--- config.mk ---
export PLATFORM = sky130hd
export DESIGN_NAME = uart_receiver_flat
export DESIGN_NICKNAME = d
export VERILOG_FILES = /design/src/rtl/uart_receiver_if.sv /design/src/rtl/uart_receiver.sv /design/src/flat_wrapper.sv
export SDC_FILE = /design/constraint.sdc
export NUM_CORES = 1
export LEC_CHECK = 0
export CAP_MARGIN = 10
export CELL_PAD_IN_SITES_DETAIL_PLACEMENT = 2
export CELL_PAD_IN_SITES_GLOBAL_PLACEMENT = 2
export CORE_MARGIN = 2
export CORE_UTILIZATION = 40
export CTS_CLUSTER_SIZE = 28
export DETAILED_ROUTE_END_ITERATION = 12
export GPL_ROUTABILITY_DRIVEN = 1
export GPL_TIMING_DRIVEN = 0
export HOLD_SLACK_MARGIN = 0.02
export PLACE_DENSITY = 0.93
export SYNTH_ARGS = -nofsm -noshare
export SYNTH_HDL_FRONTEND = slang
export SYNTH_SLANG_ARGS = --single-unit
--- constraint.sdc ---
create_clock -name clk -period 3.9 [get_ports clk]
set_input_delay 0.585 -clock clk [delete_from_list [all_inputs] [get_ports clk]]
set_output_delay 0.585 -clock clk [all_outputs]
set_load 0.1 [all_outputs]
--- src/rtl/uart_receiver_if.sv ---
// Signal bundle between the UART receiver (slave) and the logic that enables it
// and consumes received bytes (master).
interface uart_receiver_if;
   // Level semantics, no valid/ready: done or err stays high from the stop-bit sample
   // until the next accepted start bit, enabled=0 or reset; out is valid whenever done=1.
   logic       enabled;
   logic       in;
   logic       busy;
   logic       done;
   logic       err;
   logic [7:0] out;
   logic [2:0] state;

   modport master (
      output enabled,
      output in,
      input  busy,
      input  done,
      input  err,
      input  out,
      input  state
   );

   modport slave (
      input  enabled,
      input  in,
      output busy,
      output done,
      output err,
      output out,
      output state
   );
endinterface

--- src/rtl/uart_receiver.sv ---
// 8N1 UART receiver with a 2-flop input synchronizer and mid-bit sampling.
// Define RECEIVER_PARITY_EN to receive 8E1 frames (even parity checked before the stop bit).
module uart_receiver #(
   parameter int CLOCK_RATE = 100_000_000,
   parameter int BAUD_RATE  = 115_200
) (
   input  logic           clk,
   input  logic           rst_n,
   uart_receiver_if.slave bus
);

   localparam int CLKS_PER_BIT = CLOCK_RATE / BAUD_RATE;
   localparam int BAUD_W       = (CLKS_PER_BIT > 2) ? $clog2(CLKS_PER_BIT) : 2;
   localparam logic [BAUD_W-1:0] HALF_LAST = BAUD_W'(CLKS_PER_BIT / 2 - 1);
   localparam logic [BAUD_W-1:0] BIT_LAST  = BAUD_W'(CLKS_PER_BIT - 1);

   if (CLKS_PER_BIT < 4) begin : g_cfg_check
      $error("uart_receiver: CLOCK_RATE/BAUD_RATE must be at least 4");
   end

   typedef enum logic [2:0] {
      S_IDLE   = 3'd0,
      S_START  = 3'd1,
      S_DATA   = 3'd2,
      S_PARITY = 3'd3,
      S_STOP   = 3'd4
   } state_t;

   state_t              state_q, state_d;
   logic [1:0]          sync_q, sync_d;
   logic [BAUD_W-1:0]   baud_q, baud_d;
   logic [2:0]          bit_idx_q, bit_idx_d;
   logic [7:0]          shift_q, shift_d;
   logic [7:0]          out_q, out_d;
   logic                done_q, done_d;
   logic                err_q, err_d;
   logic                rx;
   logic                baud_last;
   logic                frame_ok;

   assign rx        = sync_q[1];
   assign baud_last = (baud_q == BIT_LAST);

`ifdef RECEIVER_PARITY_EN
   logic par_q, par_d;

   // Even parity: the received parity bit must equal the XOR of the data bits.
   assign frame_ok = rx && (par_q == ^shift_q);

   always_ff @(posedge clk or negedge rst_n) begin
      if (!rst_n) begin
         par_q <= 1'b0;
      end else begin
         par_q <= par_d;
      end
   end
`else
   assign frame_ok = rx;
`endif

   always_ff @(posedge clk or negedge rst_n) begin
      if (!rst_n) begin
         state_q   <= S_IDLE;
         sync_q    <= 2'b11;
         baud_q    <= '0;
         bit_idx_q <= 3'd0;
         shift_q   <= 8'h00;
         out_q     <= 8'h00;
         done_q    <= 1'b0;
         err_q     <= 1'b0;
      end else begin
         state_q   <= state_d;
         sync_q    <= sync_d;
         baud_q    <= baud_d;
         bit_idx_q <= bit_idx_d;
         shift_q   <= shift_d;
         out_q     <= out_d;
         done_q    <= done_d;
         err_q     <= err_d;
      end
   end

   always_comb begin
      sync_d    = {sync_q[0], bus.in};
      state_d   = state_q;
      baud_d    = baud_q;
      bit_idx_d = bit_idx_q;
      shift_d   = shift_q;
      out_d     = out_q;
      done_d    = done_q;
      err_d     = err_q;
`ifdef RECEIVER_PARITY_EN
      par_d     = par_q;
`endif

      if (!bus.enabled) begin
         // Disabling aborts any frame and drops the flags; out keeps the last good byte.
         state_d   = S_IDLE;
         baud_d    = '0;
         bit_idx_d = 3'd0;
         done_d    = 1'b0;
         err_d     = 1'b0;
      end else begin
         case (state_q)
            S_IDLE: begin
               if (!rx) begin
                  state_d   = S_START;
                  baud_d    = '0;
                  bit_idx_d = 3'd0;
                  done_d    = 1'b0;
                  err_d     = 1'b0;
               end
            end

            S_START: begin
               if (baud_q == HALF_LAST) begin
                  baud_d    = '0;
                  bit_idx_d = 3'd0;
                  // A line already back high at mid start bit was a glitch, not a frame.
                  state_d   = rx ? S_IDLE : S_DATA;
               end else begin
                  baud_d = baud_q + 1'b1;
               end
            end

            S_DATA: begin
               if (baud_last) begin
                  baud_d             = '0;
                  shift_d[bit_idx_q] = rx;
                  bit_idx_d          = bit_idx_q + 3'd1;
                  if (bit_idx_q == 3'd7) begin
`ifdef RECEIVER_PARITY_EN
                     state_d = S_PARITY;
`else
                     state_d = S_STOP;
`endif
                  end
               end else begin
                  baud_d = baud_q + 1'b1;
               end
            end

`ifdef RECEIVER_PARITY_EN
            S_PARITY: begin
               if (baud_last) begin
                  baud_d  = '0;
                  par_d   = rx;
                  state_d = S_STOP;
               end else begin
                  baud_d = baud_q + 1'b1;
               end
            end
`endif

            S_STOP: begin
               if (baud_last) begin
                  // Leave at mid stop bit so a back-to-back start edge is not missed.
                  baud_d  = '0;
                  state_d = S_IDLE;
                  if (frame_ok) begin
                     out_d  = shift_q;
                     done_d = 1'b1;
                  end else begin
                     err_d = 1'b1;
                  end
               end else begin
                  baud_d = baud_q + 1'b1;
               end
            end

            default: begin
               state_d = S_IDLE;
               baud_d  = '0;
            end
         endcase
      end
   end

   assign bus.busy  = (state_q != S_IDLE);
   assign bus.done  = done_q;
   assign bus.err   = err_q;
   assign bus.out   = out_q;
   assign bus.state = state_q;

   a_flags_exclusive: assert property (@(posedge clk) disable iff (!rst_n) !(done_q && err_q));
   a_idle_baud_clear: assert property (@(posedge clk) disable iff (!rst_n)
                                       (state_q == S_IDLE) |-> (baud_q == '0));

endmodule

--- src/flat_wrapper.sv ---
// flat-port wrapper written by rule: the top's interface ports become plain ports
module uart_receiver_flat 
#(
   parameter int CLOCK_RATE = 100_000_000,
   parameter int BAUD_RATE  = 115_200
)
  (clk, rst_n, bus_enabled, bus_in, bus_busy, bus_done, bus_err, bus_out, bus_state);
  uart_receiver_if bus_i ();
  input  logic clk;
  input  logic rst_n;
  input wire logic [$bits(bus_i.enabled)-1:0] bus_enabled;
  input wire logic [$bits(bus_i.in)-1:0] bus_in;
  output wire logic [$bits(bus_i.busy)-1:0] bus_busy;
  output wire logic [$bits(bus_i.done)-1:0] bus_done;
  output wire logic [$bits(bus_i.err)-1:0] bus_err;
  output wire logic [$bits(bus_i.out)-1:0] bus_out;
  output wire logic [$bits(bus_i.state)-1:0] bus_state;
  assign bus_i.enabled = bus_enabled;
  assign bus_i.in = bus_in;
  assign bus_busy = bus_i.busy;
  assign bus_done = bus_i.done;
  assign bus_err = bus_i.err;
  assign bus_out = bus_i.out;
  assign bus_state = bus_i.state;
  uart_receiver #(.CLOCK_RATE(CLOCK_RATE), .BAUD_RATE(BAUD_RATE)) u_core (.clk(clk), .rst_n(rst_n), .bus(bus_i));
endmodule
==> key figures <==
Status
  – Status: finished, final reports clean

Die
  – Site Rows: 24
  – I/O pin total: 18
  – Die Span X: 71.90 um
  – Die H: 71.90 um
  – Initial Utilization: 42.07%
  – Core Box Area: 4384 um2
  – Die ar.: 5170 um2

Placed design
  – Placed Instance Area: 2074 um2
  – Input/output buffers: 17
  – Placed cells: 238
  – Post-DP HPWL: 3463 um
  – Gpl congestion: 0.7987

Timing
  – Final Hold Viols: 0
  – Fin. max-slew vios: 0
  – Fin crit period: 2.751 ns
  – Max_slew headroom: 34.53%
  – # setup viols final: 0
  – Setup TNS: 0 ns
  – Maximum clock rate: 363.6 MHz
  – Worst Skew: 0.006295 ns
  – Slew @ Worst Pin: 0.9791 ns
  – Crit share post-route: 70.53%
  – RSZ-0062 raised after global routing: false

Setup path
  – Required @ worst endpoint: 3.31 ns
  – CP Max Fanout: 10
  – Crit path DAT: 2.17 ns
  – Startpoint Class: register
  – Register-to-Register Path Depth: 6
  – Worst reg2reg setup slack: 1.59 ns
  – RR Endpoint: u_core.shift_q[2]$_DFFE_PN0P_
  – RR Startpoint: u_core.baud_q[0]$_DFFE_PN0P_
  – Critical path class: reg2out
  – Crit end category: primary output

Min path
  – HP Class: reg2reg
  – Hold endpoint: u_core.sync_q[1]$_DFF_PN1_
  – Hold path start: u_core.sync_q[0]$_DFF_PN1_
  – Hold-critical path depth: 0

Detailed routing
  – DRT iter0 DRCs: 32
  – ANT nets after route: 0
  – WL final: 4690 um
  – Vias per cell: 5.654
  – DR pass1 iterations: 4
  – Drt drc: 0
  – Wirelength per Cell: 19.07 um
  – Via count: 1391

Clocking
  – CTS root buf: clkbuf_8
  – CTS clk-pin slew, worst paths: 0.07 ns
  – CTS tree: built
  – TritonCTS buffer count: 5
  – Clock Path Buffers: 2
  – H-tree depth reported by CTS: 2
  – Setup bufs post-CTS: 0
  – Clock Latency Late Sink: 0.29 ns
  – Clock sink count: 36
  – Hold_buf cts: 0
  – Cts repair resizes: 0

Finish
  – Register Area: 903.4 um2
  – Post-layout util: 49.86%
  – Most common cell after layout, fill and taps aside: dfrtp_1
  – Share of layout cells above drive strength 1: 22.68%
  – Final nets: 201
  – N_diodes: 0
  – Most frequent cells in the layout: 34 x dfrtp_1, 16 x clkdlybuf4s50_1, 14 x mux2_2, 14 x nand2_1, 13 x nor2_1
  – Fill count: 435
  – Final Cell Area: 2186 um2
  – Post-Layout Cell Count: 246
  – Footprint of the multi-input gates: 873.3 um2
  – Area overhead of the layout relative to synthesis: 18.52%

Power
  – PD cells: 407.4 nW/um2
  – VDD IR max: 0.2884 mV
  – Leak: 0.9890 nW

Synthesis
  – Most used flip-flop cell after synthesis: dfrtp_1
  – Largest cells by area after synthesis: dfrtp_1 46%, mux2_2 8.5%, nand3_1 3.3%
  – Fraction of registers with async set/reset: 100.0%
  – Area leader, netlist: dfrtp_1
  – Synth Register Bits: 36
  – Library cells used by synthesis: 48
  – Post-synth EDFFs: 0
  – YS warnings: 0
  – Synth top area share: 46.13%
  – Cells after Synth: 169
  – Syn_area_per_cell: 10.91 um2
  – Syn Std Cell Area: 1844 um2
  – Syn Nets: 177
  – Sequential fraction of the synthesis area: 48.98%

Run
  – Maxcap violations: 0

GRT
  – First-pass GRT wire length: 7790 um
  – Aggregate global-route resource usage: 19.83%
  – Initial antenna violation count: 0
  – GRT Residual Overflow: 0
  – Largest net degree at the start of global routing: 37
  – Vias in the first global route: 1534
==> report_power, final <==
group | total, mW | switching [mW] | internal (mW)
clock | 0.324 | 0.135 | 0.189
sequential | 0.407 | 0.0185 | 0.389
combinational | 0.160 | 0.109 | 0.0507
==> sequential cells by signal, summed over array words and instances (netlist names) <==
signal,cells
u_core.bus.err,1
u_core.bit_idx_q,3
u_core.bus.state,3
u_core.sync_q,2
u_core.bus.done,1
u_core.bus.out,8
u_core.baud_q,10
u_core.shift_q,8
==> cell families after synthesis <==
logic type | Yosys count | share of synthesized area (%)
simple gates | 67 | 21.91
flops | 36 | 48.98
compound gates | 28 | 10.31
mux | 19 | 11.47
buf+inv | 13 | 3.663
fa+ha+maj | 4 | 2.714
xor+xnor | 2 | 0.9500
==> Yosys cell counts, drive strengths merged, types with 2 or more instances <==
master / count
dfrtp: 34
mux2: 17
nand2: 14
nor2: 14
nand3: 12
o21ai: 8
buf: 6
inv: 6
nor3: 6
a21oi: 4
a31oi: 4
ha: 4
a22o: 3
and3: 3
nand3b: 3
or3: 3
a21o: 2
and4bb: 2
dfstp: 2
mux2i: 2
nand2b: 2
nor3b: 2
or3b: 2
==> final cells by class <==
cell class	instances	area share, %
Buffer	7	2.061
Clock buffer	5	3.148
Clock inverter	3	1.946
Inverter	6	1.030
Multi-Input combinational cell	120	39.95
Sequential cell	36	41.33
Tap cell	52	2.977
Timing Repair Buffer	17	7.556
==> worst max-delay path: stages, from the launching register on <==
cell and delay, ns:
dfrtp_1 0.38, buf_2 0.18, or3_1 0.35, clkdlybuf4s50_1 0.97
==> how the worst max path moves through the flow <==
stage,start,endpoint,slack [ns]
global route,u_core.bus.state[1]$_DFFE_PN0P_,bus_busy,1.09
CTS,u_core.bus.state[1]$_DFFE_PN0P_,bus_busy,1.13
finish,u_core.bus.state[1]$_DFFE_PN0P_,bus_busy,1.15
detailed placement,bus_enabled,u_core.shift_q[2]$_DFFE_PN0P_,1.12
global placement,bus_enabled,u_core.shift_q[4]$_DFFE_PN0P_,1.20
floorplan,u_core.bus.state[0]$_DFFE_PN0P_,bus_busy,1.38
==> metrics by stage <==
step                      hold slack, ns  total power [mW]  worst slack, ns
after floorplan                   0.2894            0.5196            1.380
after global placement            0.3458            0.5621            1.203
after detailed placement          0.3555            0.5756            1.116
after CTS                         0.3667            0.9035            1.129
after global routing              0.3677            0.9330            1.092
final                             0.3646            0.8905            1.149
==> per-layer routing <==
layer	GRT usage [%]	share of wire, %	vias up
met1	23.03	42	707
li1	-	-	655
met3	4.167	2.5	8
met5	0	0	-
met4	5.870	1.5	0
met2	36.63	54	21
No activity file was read; power rests on OpenSTA's default activity.
